**src/rtl/alu_result_buffer_if.sv**
```systemverilog
`default_nettype none
// ============================================================================
// alu_result_buffer_if : handshake bundle between ALU, result buffer, writeback
// Revision 1.0 - initial release
// ============================================================================
interface alu_result_buffer_if #(
    parameter int WORD_SIZE  = 19,
    parameter int REG_ADDR_W = 4,
    parameter int DEPTH      = 2
);
    localparam int CW = $clog2(DEPTH) + 1;

    logic                  flush;
    logic                  in_valid;
    logic                  in_ready;
    logic [WORD_SIZE-1:0]  in_result;
    logic [REG_ADDR_W-1:0] in_dest;
    logic                  out_valid;
    logic                  out_ready;
    logic [WORD_SIZE-1:0]  out_result;
    logic [REG_ADDR_W-1:0] out_dest;
    logic [2:0]            out_flags;
    logic [CW-1:0]         occupancy;

    modport master (
        output flush, in_valid, in_result, in_dest, out_ready,
        input  in_ready, out_valid, out_result, out_dest, out_flags, occupancy
    );

    modport slave (
        input  flush, in_valid, in_result, in_dest, out_ready,
        output in_ready, out_valid, out_result, out_dest, out_flags, occupancy
    );
endinterface
`default_nettype wire

```
**src/rtl/alu_result_buffer.sv**
```systemverilog
`default_nettype none
// ============================================================================
// alu_result_buffer : FIFO of ALU results with {P,N,Z} flags; optional
// parity flag built when ALU_RESULT_PARITY_EN is defined.  Revision 1.0
// ============================================================================
module alu_result_buffer #(
    parameter int WORD_SIZE  = 19,
    parameter int REG_ADDR_W = 4,
    parameter int DEPTH      = 2
) (
    input  logic              clk,
    input  logic              rst,
    alu_result_buffer_if.slave bus
);
    localparam int PW = $clog2(DEPTH);
    localparam int CW = PW + 1;
    localparam logic [CW-1:0] C_FULL = CW'(DEPTH);

    logic [WORD_SIZE-1:0]  r_result [DEPTH];
    logic [REG_ADDR_W-1:0] r_dest   [DEPTH];
    logic [1:0]            r_nz     [DEPTH];
`ifdef ALU_RESULT_PARITY_EN
    logic                  r_par    [DEPTH];
`endif

    logic [PW-1:0] r_wr_ptr;
    logic [PW-1:0] r_rd_ptr;
    logic [CW-1:0] r_count;

    logic w_in_ready;
    logic w_out_valid;
    logic w_push;
    logic w_pop;

    // Ready depends only on registered occupancy, so no path from out_ready.
    assign w_in_ready  = (r_count != C_FULL);
    assign w_out_valid = (r_count != '0);
    assign w_push      = bus.in_valid && w_in_ready;
    assign w_pop       = w_out_valid && bus.out_ready;

    always_ff @(posedge clk or posedge rst) begin
        if (rst) begin
            r_wr_ptr <= '0;
            r_rd_ptr <= '0;
            r_count  <= '0;
        end else if (bus.flush) begin
            r_wr_ptr <= '0;
            r_rd_ptr <= '0;
            r_count  <= '0;
        end else begin
            if (w_push)
                r_wr_ptr <= r_wr_ptr + 1'b1;
            if (w_pop)
                r_rd_ptr <= r_rd_ptr + 1'b1;
            case ({w_push, w_pop})
                2'b10:   r_count <= r_count + 1'b1;
                2'b01:   r_count <= r_count - 1'b1;
                default: r_count <= r_count;
            endcase
        end
    end

    always_ff @(posedge clk or posedge rst) begin
        if (rst) begin
            for (int i = 0; i < DEPTH; i++) begin
                r_result[i] <= '0;
                r_dest[i]   <= '0;
                r_nz[i]     <= '0;
`ifdef ALU_RESULT_PARITY_EN
                r_par[i]    <= 1'b0;
`endif
            end
        end else if (w_push && !bus.flush) begin
            r_result[r_wr_ptr] <= bus.in_result;
            r_dest[r_wr_ptr]   <= bus.in_dest;
            r_nz[r_wr_ptr]     <= {bus.in_result[WORD_SIZE-1], (bus.in_result == '0)};
`ifdef ALU_RESULT_PARITY_EN
            r_par[r_wr_ptr]    <= ^bus.in_result;
`endif
        end
    end

    assign bus.in_ready   = w_in_ready;
    assign bus.out_valid  = w_out_valid;
    assign bus.out_result = r_result[r_rd_ptr];
    assign bus.out_dest   = r_dest[r_rd_ptr];
    assign bus.occupancy  = r_count;
`ifdef ALU_RESULT_PARITY_EN
    assign bus.out_flags  = {r_par[r_rd_ptr], r_nz[r_rd_ptr]};
`else
    assign bus.out_flags  = {1'b0, r_nz[r_rd_ptr]};
`endif

endmodule
`default_nettype wire

```
**src/flat_wrapper.sv**
```systemverilog
// flat-port wrapper written by rule: the top's interface ports become plain ports
module alu_result_buffer_flat 
#(
    parameter int WORD_SIZE  = 19,
    parameter int REG_ADDR_W = 4,
    parameter int DEPTH      = 2
)
  (clk, rst, bus_flush, bus_in_valid, bus_in_result, bus_in_dest, bus_out_ready, bus_in_ready, bus_out_valid, bus_out_result, bus_out_dest, bus_out_flags, bus_occupancy);
  alu_result_buffer_if #(.WORD_SIZE(WORD_SIZE), .REG_ADDR_W(REG_ADDR_W), .DEPTH(DEPTH)) bus_i ();
  input  logic clk;
  input  logic rst;
  input wire logic [$bits(bus_i.flush)-1:0] bus_flush;
  input wire logic [$bits(bus_i.in_valid)-1:0] bus_in_valid;
  input wire logic [$bits(bus_i.in_result)-1:0] bus_in_result;
  input wire logic [$bits(bus_i.in_dest)-1:0] bus_in_dest;
  input wire logic [$bits(bus_i.out_ready)-1:0] bus_out_ready;
  output wire logic [$bits(bus_i.in_ready)-1:0] bus_in_ready;
  output wire logic [$bits(bus_i.out_valid)-1:0] bus_out_valid;
  output wire logic [$bits(bus_i.out_result)-1:0] bus_out_result;
  output wire logic [$bits(bus_i.out_dest)-1:0] bus_out_dest;
  output wire logic [$bits(bus_i.out_flags)-1:0] bus_out_flags;
  output wire logic [$bits(bus_i.occupancy)-1:0] bus_occupancy;
  assign bus_i.flush = bus_flush;
  assign bus_i.in_valid = bus_in_valid;
  assign bus_i.in_result = bus_in_result;
  assign bus_i.in_dest = bus_in_dest;
  assign bus_i.out_ready = bus_out_ready;
  assign bus_in_ready = bus_i.in_ready;
  assign bus_out_valid = bus_i.out_valid;
  assign bus_out_result = bus_i.out_result;
  assign bus_out_dest = bus_i.out_dest;
  assign bus_out_flags = bus_i.out_flags;
  assign bus_occupancy = bus_i.occupancy;
  alu_result_buffer #(.WORD_SIZE(WORD_SIZE), .REG_ADDR_W(REG_ADDR_W), .DEPTH(DEPTH)) u_core (.clk(clk), .rst(rst), .bus(bus_i));
endmodule
```
**config.mk**
```make
export PLATFORM = sky130hd
export DESIGN_NAME = alu_result_buffer_flat
export DESIGN_NICKNAME = d
export VERILOG_FILES = /design/src/rtl/alu_result_buffer_if.sv /design/src/rtl/alu_result_buffer.sv /design/src/flat_wrapper.sv
export SDC_FILE = /design/constraint.sdc
export NUM_CORES = 1
export LEC_CHECK = 0
export CAP_MARGIN = 5
export CORE_UTILIZATION = 50
export CTS_CLUSTER_DIAMETER = 100
export DETAILED_ROUTE_END_ITERATION = 7
export HOLD_SLACK_MARGIN = 0.02
export PLACE_DENSITY_LB_ADDON = 0.1
export SLEW_MARGIN = 30
export SYNTH_ARGS = -nofsm -noshare
export SYNTH_HDL_FRONTEND = slang
export SYNTH_SLANG_ARGS = --single-unit
```
**constraint.sdc**
```tcl
create_clock -name clk -period 2.6 [get_ports clk]
set_input_delay 0.65 -clock clk [delete_from_list [all_inputs] [get_ports clk]]
set_output_delay 0.65 -clock clk [all_outputs]
set_load 0.03 [all_outputs]
```
* After elaboration in Yosys (flattened, before gate mapping)
Index checks and enable logic that the tools add are counted.
Widths: inputs -> output; s select.
** Operators by class
- Add/subtract/negate cells :: 4
- Reductions and logical operators :: 10
- Multiplexer cells :: 24
- Equality and inequality tests :: 3
- Bitwise operators :: 2
- Order comparisons :: 3
** Operators with widths (number)
- $mux 19 :: 4
- $bwmux 38 :: 1
- $demux 19 s1 :: 1
- $logic_not 19->1 :: 1
- $mux 4 :: 4
- $mux 2 :: 5
- $bwmux 8 :: 1
- $reduce_bool 2->1 :: 3
- $bwmux 4 :: 1
- $demux 4 s1 :: 1
- $ge 2x2->1 const B :: 2
- $logic_and 1x1->1 :: 4
- $mux 1 :: 4
- $not 1->2 :: 2
- $pmux 2 s2 :: 1
- $reduce_bool 3->1 :: 1
- $add 1x1->1 const B :: 2
- $add 2x1->2 const B :: 1
- $demux 2 s1 :: 1
- $eq 2x1->1 const B :: 1
- $eq 2x2->1 const B :: 1
- $lt 2x1->1 const B :: 1
- $ne 2x2->1 const B :: 1
- $sub 2x1->2 const B :: 1
- $logic_not 1->1 :: 1
** Storage, ports and cells
- Output and inout port bits :: 30
- Flip-flop bits (word level) :: 54
- Input bits :: 28
- Logic and storage cells :: 55

* Longest topological paths before layout
Gate-level depths: netlist (run 1).
- Depth in word-level cells :: 6
- Gate-level depth with buffers :: 5
- Mapped depth without buffers :: 4

* Worst setup path before layout (run 1)
No wires, ideal clock.
- Kind :: reg2out
- Start point :: register u_core.r_rd_ptr
- End point :: output bus_out_result[18]
- Slack :: 0.394 ns
- Stages on the path, launching flop included :: 5
- Buffers on the path :: 3
- Data required time :: 1.950 ns
- Arrival :: 1.556 ns
- Path through :: dfrtp_1 > clkbuf_1 > buf_1 > mux2_2 > buf_4
** On the way
- Cells in the longest elaborated chain, start to end :: 4
** Ends and longest elaborated chain
- from (decl) :: RTL line alu_result_buffer.sv:27 : logic [PW-1:0] r_rd_ptr;
- from (signal assigned) :: RTL line alu_result_buffer.sv:54 : r_rd_ptr <= r_rd_ptr + 1'b1;
- $not 1->2 (not written as such) :: RTL line alu_result_buffer.sv:85 : assign bus.out_result = r_result[r_rd_ptr];
- $mux 19 (not written as such) (3 in series) :: RTL line alu_result_buffer.sv:85
- to (decl) :: RTL line flat_wrapper.sv:19 : output wire logic [$bits(bus_i.out_result)-1:0] bus_out_result;
No other way between the ends. The select of a mux whose other input is x is not followed.

* Worst setup path in the final report (run 1)
- Start point :: register u_core.r_rd_ptr
- End point :: output bus_out_result[12]
The elaborated chain is that of the path after synthesis.

==> results of run 1 <==
[through the flow]
step	util, %	power (W)	cells	setup slack, ns	hold slack [ns]
global placement	65.4	0.00196	289	0.238	0.482
floorplan	-	0.00169	169	0.394	0.459
global route	68.0	0.00264	297	0.0350	0.528
detailed placement	65.4	0.00200	289	0.199	0.491
CTS	67.7	0.00255	297	0.00695	0.513
finish	68.0	0.00252	297	0.0969	0.512
[cell type report]
type	instances	area [um^2]
clock buffer	6	72.6
clock inverter	2	35.0
fill	352	1530
inverter	4	15.0
multi-input combinational	103	1110
sequential	52	1300
tap	67	83.8
timing repair buffer	63	639
[cell usage in the layout, fill, tap and decap left out, types with 2 or more instances in the layout]
cell / instances
sky130_fd_sc_hd__clkbuf_8: 5
sky130_fd_sc_hd__buf_4: 5
sky130_fd_sc_hd__nor4_1: 4
sky130_fd_sc_hd__o21ai_0: 2
sky130_fd_sc_hd__nand3_1: 2
sky130_fd_sc_hd__or2_2: 2
sky130_fd_sc_hd__dfrtp_1: 52
sky130_fd_sc_hd__clkdlybuf4s50_1: 52
sky130_fd_sc_hd__mux2_2: 42
sky130_fd_sc_hd__inv_1: 3
sky130_fd_sc_hd__o31ai_1: 4
sky130_fd_sc_hd__mux2_4: 28
sky130_fd_sc_hd__nor3_1: 2
sky130_fd_sc_hd__dlymetal6s2s_1: 4
sky130_fd_sc_hd__a21oi_1: 4
sky130_fd_sc_hd__or3_1: 2
[Yosys cell counts]
library cell                n  area, um^2
sky130_fd_sc_hd__nand2_1    1        3.75
sky130_fd_sc_hd__a21oi_1    4        20.0
sky130_fd_sc_hd__mux2_2    42         473
sky130_fd_sc_hd__nor3_1     2        10.0
sky130_fd_sc_hd__nor2_1     1        3.75
sky130_fd_sc_hd__nor2b_4    1        13.8
sky130_fd_sc_hd__o211ai_1   1        7.51
sky130_fd_sc_hd__nor4_1     4        25.0
sky130_fd_sc_hd__or3_1      2        12.5
sky130_fd_sc_hd__nor3b_1    1        7.51
sky130_fd_sc_hd__a21o_1     1        7.51
sky130_fd_sc_hd__nand3_1    2        10.0
sky130_fd_sc_hd__o21ai_0    2        10.0
sky130_fd_sc_hd__mux2_4    28         420
sky130_fd_sc_hd__buf_6      4        45.0
sky130_fd_sc_hd__mux2i_1    1        10.0
sky130_fd_sc_hd__o31ai_1    4        30.0
sky130_fd_sc_hd__nand2b_2   1        8.76
sky130_fd_sc_hd__buf_1      2        7.51
sky130_fd_sc_hd__clkbuf_1   1        3.75
sky130_fd_sc_hd__or2_2      2        12.5
sky130_fd_sc_hd__inv_1      4        15.0
sky130_fd_sc_hd__conb_1     1        3.75
sky130_fd_sc_hd__buf_12     1        20.0
sky130_fd_sc_hd__buf_4      2        15.0
sky130_fd_sc_hd__dfrtp_1   52        1300
sky130_fd_sc_hd__nand3b_1   1        7.51
sky130_fd_sc_hd__xor2_1     1        8.76
[sequential cells by signal, summed over array words and instances, names as in the netlist]
| name | cells |
|---|---|
| u_core.bus.occupancy | 2 |
| u_core.r_rd_ptr | 1 |
| u_core.r_wr_ptr | 1 |
| u_core.r_dest | 8 |
| u_core.r_result | 36 |
| u_core.r_nz | 4 |
[power by group through the flow]
stage	sequential, W	combinational (W)	clock, W
after global routing	0.00111	0.000939	0.000591
final	0.00109	0.000888	0.000542
after global placement	0.00109	0.000877	0
after floorplan	0.00107	0.000622	0
after CTS	0.00109	0.000901	0.000558
after detailed placement	0.00110	0.000896	0
[cell families (layout without fill, tap and decap cells)]
kind of cell / count (synthesis) / count (layout) / synth area share [%]
buffers and inverters: 14 / 75 / 4.23
DFF: 52 / 52 / 51.8
xor gates and xnor gates: 1 / 1 / 0.348
and+or+nand+nor: 18 / 18 / 4.58
AOI/OAI and AO/OA: 12 / 12 / 2.99
muxes: 71 / 71 / 35.9
other: 1 / 1 / 0.149
[timing repair]
| item | CTS | global route |
|---|---|---|
| setup endpoints to repair | 0 | 19 |
| hold endpoints to repair | 0 | 0 |
| resized for setup | 0 | 5 |
| hold buffers | 0 | 0 |
[layer usage]
metal / GRT usage, % / vias up / wire length (um)
met5: 0 / - / 0
met4: 9.80 / 0 / 91
met3: 5.11 / 8 / 212
met2: 34.1 / 38 / 2550
met1: 27.5 / 803 / 2160
li1: - / 726 / -
[worst paths after layout]
kind | startpoint | to | slack [ns] | cells after the start
hold / removal | u_core.r_result[9] | u_core.r_result[9] | 0.51 | 1
min in group asynchronous | rst | u_core.r_result[7] | 0.73 | 2
setup reg to reg | u_core.bus.occupancy[1] | u_core.r_result[0] | 0.93 | 4
hold reg to reg | u_core.r_result[9] | u_core.r_result[9] | 0.51 | 1
setup / recovery | u_core.r_rd_ptr | bus_out_result[12] | 0.1 | 3
max in group asynchronous | rst | u_core.r_result[6] | 1.21 | 3
==> impl_metrics.json, run 1 <==
{
  "grt_antenna_before_repair": 0,
  "outcome": "completed",
  "final-max-slew-violation-count": 0,
  "worst_pin_slew_ns": 0.608,
  "timing_worst_setup_path_type": "flop to output port",
  "crit_buf_inv": 2,
  "vias": 1575,
  "power_switching_w": 0.000749,
  "cellInternalPower_w": 0.00177,
  "crit_path_max_fanout": 18,
  "power.share.clock_pct": 21.5,
  "count_of_boundary_i_o_pins": 58,
  "wl_mm": 5.02,
  "finish.net_count": 257,
  "post_synth_num_cell_types": 28,
  "cp_top_family": "buffers and inverters",
  "finalSetupViolCount": 0,
  "endpoint_kind": "output port",
  "min-delay-path-class": "flop to flop",
  "route.detailed.wl_per_inst_um": 16.9,
  "power.leakage_nw": 1.48,
  "ctsHtreeMaxLevel": 2,
  "p_seq_share_pct": 43.3,
  "cts.clk_slew.worst_paths_ns": 0.09,
  "arrival_ns": 1.85,
  "synth-warning-count": 0,
  "cts.sink_count": 52,
  "critical-path-slowest-cell": "sky130_fd_sc_hd__clkdlybuf4s50_1",
  "mapped_area_um2": 2510,
  "post-cts-setup-buffers": 0,
  "grt_max_degree": 31,
  "vdd_ir_drop_max_mv": 0.467,
  "die_outline_area_um2": 5320,
  "die_width_um": 72.9,
  "dieHeight_um": 72.9,
  "number_of_buffers_inserted_by_port_buffering": 56,
  "antenna_cells": 0,
  "cts_buffers": 5,
  "switching_share_pct": 29.7,
  "clockBufferDepth": 2,
  "ys_ff_latch": 52,
  "fin_tns_setup_ns": 0,
  "period_share_pct": 96.3,
  "vias_in_the_first_global_route": 1689,
  "max_slew_margin_pct": 59.4,
  "power_density_nw_per_um2": 775,
  "timing.final.hold_violations": 0,
  "syn2layout_area_growth_pct": 29.4,
  "proportion_of_layout_cells_with_a_drive_suffix_above_1_pct": 38.7,
  "mappedNetlistNets": 197,
  "design_area_um2": 3250,
  "detail_route.drc_violations": 0,
  "post_drt_via_cell_ratio": 5.30,
  "final_antenna_net_count": 0,
  "drt_first_iter_violations": 67,
  "core_region_area_um2": 4790,
  "cts_tree": "yes",
  "drt_pre_antenna_iters": 4,
  "synth.yosys.seq_area_share_pct": 51.8,
  "worstSetupStartpointType": "flop",
  "syn-mean-instance-area_um2": 14.9,
  "floorplan.initialDensity_pct": 52.5,
  "clock_latency_ns": 0.30,
  "placed_cell_area_um2": 3130,
  "finClkSkew_ns": 0.00331,
  "crit_path_cell_trace": "buf_6, mux2_2, clkdlybuf4s50_1",
  "critical_path.max_stage_delay_ns": 0.59,
  "timing.fmax_mhz": 400,
  "track_usage_pct": 21.3,
  "synthCells": 169,
  "std_cell_rows": 25,
  "max_cap_check_violation_count": 0,
  "globalRoute.totalOverflow": 0,
  "finalWeightedCongestion": 0.773,
  "grt_pass1_wl_mm": 8.38,
  "setup_repair_after_global_routing_missed_its_margin": "false",
  "cp.required_ns": 1.95,
  "detailed_place_hpwl_mm": 3.57,
  "clock_tree.root_cell": "sky130_fd_sc_hd__clkbuf_8",
  "pwr-share-comb_pct": 35.2,
  "fin_crit_ns": 2.50
}
No activity file was read; power rests on OpenSTA's default activity.
==> inputs of run 2 (changes only) <==
PLACE_DENSITY = 0.86   (was not set)
PLACE_DENSITY_LB_ADDON = not set   (was 0.1)
==> impl_metrics.json, run 2 (synthesis gave the netlist of run 1 again) <==
{
  "period_share_pct": 97.7,
  "finish.net_count": 256,
  "largest_register": "u_core.r_result",
  "syn2layout_area_growth_pct": 29.1,
  "cts.sink_count": 52,
  "cts_resized": 0,
  "proportion_of_layout_cells_with_a_drive_suffix_above_1_pct": 39.3,
  "finalSetupViolCount": 0,
  "floorplan.initialDensity_pct": 52.5,
  "min-delay-path-class": "flop to flop",
  "outcome": "completed",
  "seqCellArea_um2": 1300,
  "vias_in_the_first_global_route": 1620,
  "drt_pre_antenna_iters": 4,
  "detailed_place_hpwl_mm": 3.38,
  "timing.fmax_mhz": 394,
  "finalWeightedCongestion": 0.727,
  "placedCellCount": 288,
  "cts_buffers": 5,
  "number_of_buffers_inserted_by_port_buffering": 56,
  "wl_mm": 4.76,
  "critical_path.max_stage_delay_ns": 0.60,
  "worstRegToRegCells": 4,
  "cts_tree": "yes",
  "worstSetupStartpointType": "flop",
  "design_area_um2": 3250,
  "most_common_cell_after_layout_fill_and_taps_aside": "sky130_fd_sc_hd__clkdlybuf4s50_1",
  "r2r-start": "u_core.bus.occupancy[1]",
  "core_region_area_um2": 4790,
  "placed_cell_area_um2": 3130,
  "final-max-slew-violation-count": 0,
  "finClkSkew_ns": 0.00686,
  "track_usage_pct": 20.6,
  "mostFrequentLayoutCells": "55 x sky130_fd_sc_hd__clkdlybuf4s50_1, 52 x sky130_fd_sc_hd__dfrtp_1, 42 x sky130_fd_sc_hd__mux2_2",
  "critical-path-slowest-cell": "sky130_fd_sc_hd__clkdlybuf4s50_1",
  "die_width_um": 72.9,
  "fin_tns_setup_ns": 0,
  "ctsHoldBuffers": 0,
  "final.fill_count": 360,
  "multi_input_area_um2": 1110,
  "vias": 1528,
  "antenna_cells": 0,
  "count_of_boundary_i_o_pins": 58,
  "rrSetupSlack_ns": 0.88,
  "clockBufferDepth": 2,
  "crit_path_cell_trace": "buf_12, mux2_2, clkdlybuf4s50_1",
  "std_cell_rows": 25,
  "grt_antenna_before_repair": 0,
  "arrival_ns": 1.89,
  "detail_route.drc_violations": 0,
  "die_outline_area_um2": 5320,
  "grt_pass1_wl_mm": 8.10,
  "dieHeight_um": 72.9,
  "top_regs": "u_core.r_result (36), u_core.r_dest (8), u_core.r_nz (4)",
  "r2r_end": "u_core.r_result[2]",
  "final-instance-count-excl-fill": 296,
  "max_cap_check_violation_count": 0,
  "post-cts-setup-buffers": 0,
  "power_density_nw_per_um2": 781,
  "worst_hold_path.num_cells": 1,
  "clock_latency_ns": 0.31,
  "route.detailed.wl_per_inst_um": 16.1,
  "fin_crit_ns": 2.54,
  "largest_register_ff_count": 36,
  "clock_tree.root_cell": "sky130_fd_sc_hd__clkbuf_8",
  "power.leakage_nw": 1.43,
  "timing.final.hold_violations": 0,
  "post_drt_via_cell_ratio": 5.16,
  "cp.required_ns": 1.95,
  "grt_max_degree": 33,
  "timing_worst_setup_path_type": "flop to output port",
  "crit_path_max_fanout": 19,
  "endpoint_kind": "output port",
  "min-delay-start": "u_core.r_nz[3]",
  "final_core_utilization_pct": 67.8,
  "globalRoute.totalOverflow": 0,
  "ctsHtreeMaxLevel": 2,
  "power_w": 0.00254,
  "cts.clk_slew.worst_paths_ns": 0.09,
  "setup_repair_after_global_routing_missed_its_margin": "false",
  "vdd_ir_drop_max_mv": 0.442,
  "drt_first_iter_violations": 43,
  "final_antenna_net_count": 0,
  "whs_endpoint": "u_core.r_nz[3]"
}
run 2: cell types whose count changed in the layout (fill, tap and decap cells not counted):
cell	delta
sky130_fd_sc_hd__clkdlybuf4s50_1	+3
sky130_fd_sc_hd__buf_6	-1
sky130_fd_sc_hd__clkinvlp_4	+1
sky130_fd_sc_hd__buf_12	+1
sky130_fd_sc_hd__clkbuf_1	-1
sky130_fd_sc_hd__dlymetal6s2s_1	-4
run 2: metrics by stage:
stage	hold slack (ns)	setup slack, ns
4_1_cts	0.513	0.0341
5_1_grt	0.530	0.00966
3_5_place_dp	0.488	0.158
3_3_place_gp	0.481	0.202
6_report	0.510	0.0593
2_1_floorplan	0.459	0.394
run 2: critical path: cells and delay by family, from the launching register on:
family,cells,cell delay [ns]
flops,1,0.40
mux,1,0.39
buf+inv,2,0.78
run 2: layout make-up:
type                       instances  area share (%)
clock inverter                     3            1.31
clock buffer                       5            2.12
multi-input combinational        103            34.1
timing repair buffer              62            19.4
sequential                        52            40.1
inverter                           4           0.463
tap                               67            2.58
run 2: power breakdown:
| group | switching, W | leakage, nW | internal [W] |
|---|---|---|---|
| clock | 0.000265 | 0.0541 | 0.000285 |
| combinational | 0.000390 | 0.751 | 0.000499 |
| sequential | 0.000106 | 0.627 | 0.000990 |
| total | 0.000761 | 1.43 | 0.00177 |
run 2: per-layer routing:
| layer | global-route usage [%] | wire (um) | share of wire [%] | up-vias |
|---|---|---|---|---|
| li1 | - | - | - | 715 |
| met1 | 29.1 | 2300 | 48 | 774 |
| met2 | 31.8 | 2230 | 47 | 36 |
| met3 | 5.11 | 189 | 4.0 | 3 |
| met4 | 5.66 | 36 | 0.76 | 0 |
| met5 | 0 | 0 | 0 | - |
run 2: worst max-delay path by stage:
stage / start / endpoint / slack (ns) / cells past startpoint
2_1_floorplan: u_core.r_rd_ptr / bus_out_result[18] / 0.39 / 4
3_3_place_gp: bus_in_valid / u_core.r_result[2] / 0.20 / 5
3_5_place_dp: bus_in_valid / u_core.r_result[0] / 0.16 / 5
4_1_cts: u_core.r_rd_ptr / bus_out_result[18] / 0.03 / 3
5_1_grt: u_core.r_rd_ptr / bus_out_result[18] / 0.01 / 3
6_report: u_core.r_rd_ptr / bus_out_result[18] / 0.06 / 3
